`config.mk`:
```
export PLATFORM = sky130hd
export DESIGN_NAME = route_sched_ctrl
export DESIGN_NICKNAME = d
export VERILOG_FILES = /design/src/rtl/route_sched_ctrl.sv
export SDC_FILE = /design/constraint.sdc
export NUM_CORES = 1
export LEC_CHECK = 0
export BUFFER_PORTS_ARGS = -buffer_cell sky130_fd_sc_hd__buf_2
export CORE_MARGIN = 5
export CORE_UTILIZATION = 45
export DETAILED_ROUTE_END_ITERATION = 10
export PLACE_DENSITY = 0.59
export SLEW_MARGIN = 10
export SYNTH_ARGS = -nofsm -noshare
export SYNTH_HDL_FRONTEND = slang
export SYNTH_SLANG_ARGS = --single-unit
```
`constraint.sdc`:
```
create_clock -name inClock -period 3.17 [get_ports inClock]
set_clock_uncertainty 0.1 [all_clocks]
set_input_delay 0 -clock inClock [delete_from_list [all_inputs] [get_ports inClock]]
set_output_delay 0 -clock inClock [all_outputs]
set_load 0.03 [all_outputs]
```
`src/rtl/route_sched_ctrl.sv`:
```
// Slot-table scheduler for the TOP MUX/DEMUX select lines and outFIFO read gating.
// Steps slots 0..last_slot with a one-cycle settle guard before every dwell.
module route_sched_ctrl #(
   parameter int unsigned NSLOT = 8,
   parameter int unsigned SW    = 3,
   parameter int unsigned DW    = 4
) (
   input  logic            inClock,
   input  logic            inReset,
   input  logic            cfg_we,
   input  logic [SW-1:0]   cfg_addr,
   input  logic [17+DW:0]  cfg_data,
   output logic            cfg_err,
   input  logic            start,
   input  logic            stop,
   input  logic            loop_en,
   input  logic [SW-1:0]   last_slot,
   input  logic            fifo_empty,
   output logic [2:0]      sel1,
   output logic [2:0]      sel2,
   output logic [1:0]      sel6,
   output logic [1:0]      sel9,
   output logic [2:0]      sel15,
   output logic            sel3,
   output logic            sel11,
   output logic            sel12,
   output logic            sel17,
   output logic            rd_en,
   output logic            busy,
   output logic            done,
   output logic [SW-1:0]   slot
);

   typedef enum logic [1:0] {
      IDLE,
      SETTLE,
      DWELL
   } state_t;

   typedef struct packed {
      logic          rd;
      logic          sel17;
      logic          sel12;
      logic          sel11;
      logic          sel3;
      logic [2:0]    sel15;
      logic [1:0]    sel9;
      logic [1:0]    sel6;
      logic [2:0]    sel2;
      logic [2:0]    sel1;
      logic [DW-1:0] dwell;
   } slotWord_t;

   slotWord_t     slotTable [NSLOT];
   slotWord_t     loadWord;

   state_t        state;
   state_t        stateNext;
   logic [DW-1:0] dwellCnt;
   logic [DW-1:0] dwellCntNext;
   logic [SW-1:0] slotNext;
   logic [SW-1:0] lastSlot;
   logic [SW-1:0] lastSlotNext;
   logic          loopEn;
   logic          loopEnNext;
   logic          curRd;
   logic          loadSlot;
   logic          rdEnNext;
   logic          busyNext;
   logic          doneNext;
   logic          cfgErrNext;

   // Table is only writable while idle so a running sequence never sees a torn slot.
   always_ff @(posedge inClock or negedge inReset) begin
      if (!inReset) begin
         for (int i = 0; i < int'(NSLOT); i++) begin
            slotTable[i] <= '0;
         end
      end else if (cfg_we && !busy) begin
         slotTable[cfg_addr] <= slotWord_t'(cfg_data);
      end
   end

   // Next-state and next-output decode; every registered output is computed here.
   always_comb begin
      stateNext    = state;
      slotNext     = slot;
      dwellCntNext = dwellCnt;
      loopEnNext   = loopEn;
      lastSlotNext = lastSlot;
      loadSlot     = 1'b0;
      doneNext     = 1'b0;
      cfgErrNext   = cfg_we && busy;

      unique case (state)
         IDLE: begin
            if (start) begin
               loopEnNext   = loop_en;
               lastSlotNext = last_slot;
               slotNext     = '0;
               loadSlot     = 1'b1;
               stateNext    = SETTLE;
            end
         end
         SETTLE: begin
            stateNext = stop ? IDLE : DWELL;
         end
         DWELL: begin
            if (stop) begin
               stateNext = IDLE;
            end else if (dwellCnt == '0) begin
               if (slot < lastSlot) begin
                  slotNext  = slot + SW'(1);
                  loadSlot  = 1'b1;
                  stateNext = SETTLE;
               end else if (loopEn) begin
                  slotNext  = '0;
                  loadSlot  = 1'b1;
                  stateNext = SETTLE;
               end else begin
                  doneNext  = 1'b1;
                  stateNext = IDLE;
               end
            end else begin
               dwellCntNext = dwellCnt - DW'(1);
            end
         end
         default: begin
            stateNext = IDLE;
         end
      endcase

      loadWord = slotTable[slotNext];
      if (loadSlot) begin
         dwellCntNext = loadWord.dwell;
      end

      busyNext = (stateNext != IDLE);
      rdEnNext = (stateNext == DWELL) && curRd && !fifo_empty;
   end

   // State and output registers; selects change only when a new slot is loaded.
   always_ff @(posedge inClock or negedge inReset) begin
      if (!inReset) begin
         state    <= IDLE;
         slot     <= '0;
         dwellCnt <= '0;
         loopEn   <= 1'b0;
         lastSlot <= '0;
         curRd    <= 1'b0;
         sel1     <= '0;
         sel2     <= '0;
         sel6     <= '0;
         sel9     <= '0;
         sel15    <= '0;
         sel3     <= 1'b0;
         sel11    <= 1'b0;
         sel12    <= 1'b0;
         sel17    <= 1'b0;
         rd_en    <= 1'b0;
         busy     <= 1'b0;
         done     <= 1'b0;
         cfg_err  <= 1'b0;
      end else begin
         state    <= stateNext;
         slot     <= slotNext;
         dwellCnt <= dwellCntNext;
         loopEn   <= loopEnNext;
         lastSlot <= lastSlotNext;
         rd_en    <= rdEnNext;
         busy     <= busyNext;
         done     <= doneNext;
         cfg_err  <= cfgErrNext;
         if (loadSlot) begin
            curRd <= loadWord.rd;
            sel1  <= loadWord.sel1;
            sel2  <= loadWord.sel2;
            sel6  <= loadWord.sel6;
            sel9  <= loadWord.sel9;
            sel15 <= loadWord.sel15;
            sel3  <= loadWord.sel3;
            sel11 <= loadWord.sel11;
            sel12 <= loadWord.sel12;
            sel17 <= loadWord.sel17;
         end
      end
   end

endmodule

```
==> metrics.csv <==
stage,metric,value,unit
status,status,"finished, final reports clean",
cells_and_area,Area Overhead vs Synth,19.4,%
worst_setup_path,Worst Path Required,3.46,ns
routing,First-pass DRT Iterations,4,
synth,Async SR Flop Fraction,100,%
timing,Relative slew margins,46.0,%
synth,Synth Register Bits,211,
clocking,clk sinks,211,
power_and_ir_drop,power per cell area,920,nW/um2
die,Row Count,52,
global_routing,total gr overflow,0,
clocking,H-tree depth,1,
clocking,Num CTS Buffers,24,
worst_setup_path,RR Startpoint,slot[2],
synth,area share of the largest cell type after synthesis,56.7,%
synth,Syn Nets,666,
timing,Tcrit/Tclk final,92.6,%
clocking,CTS clock-pin slew for the worst setup and hold paths,0.06,ns
routing,Post-route DRC,0,
worst_setup_path,kind of critical path,flop to flop,
timing,RSZ-0062 raised after global routing,no,
clocking,CTS tree,yes,
routing,routed len/inst,20.9,um
die,Starting Density,45.9,%
synth,Synth top cells by count,"211 x dfrtp_1, 182 x mux2_2, 44 x mux2i_1",
timing,actual slew at the worst max-slew pin,0.810,ns
cells_and_area,share of cells above drive strength 1,42.8,%
worst_setup_path,crit start category,flop,
timing,fmax,0.341,GHz
place,dpl cell area,10000,um2
global_routing,Total GRT Usage,18.4,%
synth,largest cells by area after synthesis,"dfrtp_1 57%, mux2_2 22%, mux2i_1 4.7%",
timing,setup_tns,0,ns
place,dpl hpwl,12700,um
cells_and_area,n_diodes,0,
power_and_ir_drop,Design Power,0.0102,W
cells_and_area,"Design Area, Final",11100,um2
routing,Detail Route Antenna Nets,0,
routing,via density per instance,5.56,
timing,final slew viol count,0,
cells_and_area,FILL cells,1695,
routing,Iter 0 DRT Violations,294,
synth,"count leader, synth",dfrtp_1,
routing,Detailed Route WL,21400,um
synth,Netlist Area Pre-Place,9310,um2
timing,Fin. Hold Viols,0,
cells_and_area,layout net count,779,
timing,final setup margin,0.235,ns
timing,min cycle time layout,2.93,ns
clocking,clock buffer depth,3,
place,setup slack after placement,0.238,ns
place,GPL Wtd Cong,0.793,
global_routing,pin count of the biggest net entering global routing,99,
routing,Vias,5697,
power_and_ir_drop,Max VDD drop,0.452,mV
synth,Yosys top cell by area,dfrtp_1,
die,core footprint,20300,um2
synth,Synth Flop Type,dfrtp_1,
worst_setup_path,Worst Setup SP,slot[2],
timing,Final setup viols,0,
hold_path,Hold Crit Class,primary input to asynchronous set/reset pin,
clocking,Root Buffer,clkbuf_16,
synth,synthesized netlist cell count,627,
die,die area,23700,um2
worst_setup_path,Worst setup EP type,flop,
synth,"EDFF count, synth",0,
place,PortBufs,58,
global_routing,vias in the first global route,6353,
worst_setup_path,crit-path max FO,52,
clocking,Skew-Pair Late Insertion Delay,0.51,ns
global_routing,initial antenna violation count,0,
power_and_ir_drop,P_leak,4.79,nW
worst_setup_path,CP arrival,3.23,ns
global_routing,first-pass GRT wire length,34900,um
synth,Synth cell types,46,
run,max-cap violations,0,
synth,Synthesis Warnings,0,
die,Ports,59,
synth,post-synthesis sequential area ratio,56.7,%
synth,synthesized area per cell,14.8,um2
die,die height,154,um
die,die width,154,um
[what timing repair did]
item,4_1_cts,5_1_grt
hold buffers,40,0
hold endpoints to repair,280,0
setup buffers,0,0
gates resized for setup,0,0
[cell usage in the layout (no fill, tap or decap), types with 7 or more instances in the layout]
| master | count |
|---|---|
| clkbuf_16 | 24 |
| buf_2 | 57 |
| a221o_1 | 17 |
| nand2_1 | 25 |
| dfrtp_1 | 211 |
| mux4_2 | 18 |
| inv_1 | 7 |
| clkbuf_1 | 11 |
| mux2_2 | 182 |
| mux2i_1 | 44 |
| buf_4 | 20 |
| dlygate4sd3_1 | 40 |
| o22ai_1 | 17 |
| nor2_1 | 7 |
[sequential cells by signal, summed over array words and instances (netlist names), 2 cells and up]
register   count
slotTable    176
dwellCnt       4
lastSlot       3
sel15          3
sel1           3
sel2           3
slot           3
sel6           2
sel9           2
state          2
[where the power goes]
group | switching (W) | leakage, nW | internal (W) | total, W
Sequential | 0.000696 | 2.58 | 0.00399 | 0.00468
Combinational | 0.00129 | 1.87 | 0.00176 | 0.00305
Clock | 0.00102 | 0.341 | 0.00147 | 0.00249
[logic make-up after synthesis]
kind of cell             Yosys count  share of synthesized area (%)
AO/OA/AOI/OAI                     58                           4.91
adder cells (fa/ha/maj)            4                          0.538
flip-flops                       211                           56.7
AND/OR/NAND/NOR                   64                           3.82
XOR/XNOR                           2                          0.188
buffers and inverters             41                           1.89
multiplexers                     247                           31.9
[critical path: stages, from the launching register on]
cell	delay, ns
dfrtp_1	0.44
ha_1	0.33
a21oi_1	0.18
o21a_1	0.24
nand3_1	0.13
a31o_2	0.27
inv_2	0.08
buf_12	0.33
mux4_2	0.36
a221o_1	0.33
[metrics by stage]
step	hold slack (ns)	util (%)	instances
floorplan	-0.396	-	627
global placement	0.0288	49.3	944
detailed placement	0.0432	49.3	944
CTS	0.0680	54.7	1024
global route	0.105	54.7	1024
finish	0.0346	54.7	1024
[routing by layer]
metal / track usage (%) / part of all wire (%)
met5: 0 / 0
met4: 3.70 / 1.7
met3: 2.92 / 3.1
met2: 31.4 / 49
met1: 25.1 / 46
[final timing paths]
check | to | slack [ns] | cells after the start
worst min register to register | slotTable[160] | 0.40 | 1
worst min-delay path | rd_en | 0.03 | 2
worst max register to register | sel6[1] | 0.24 | 9
worst max-delay path | sel6[1] | 0.24 | 9
max in group asynchronous | sel1[2] | 1.92 | 3
min in group inClock | slotTable[12] | 0.09 | 5
[area by class of cell]
class / count / area [um2] / area share (%)
Multi-Input combinational cell: 375 / 3870 / 34.8
Timing Repair Buffer: 120 / 890 / 8.01
Clock buffer: 38 / 683 / 6.15
Sequential cell: 211 / 5280 / 47.5
Clock inverter: 2 / 21.3 / 0.191
Tap cell: 270 / 338 / 3.04
Inverter: 8 / 30.0 / 0.270
Power figures use the tool's default switching activity.
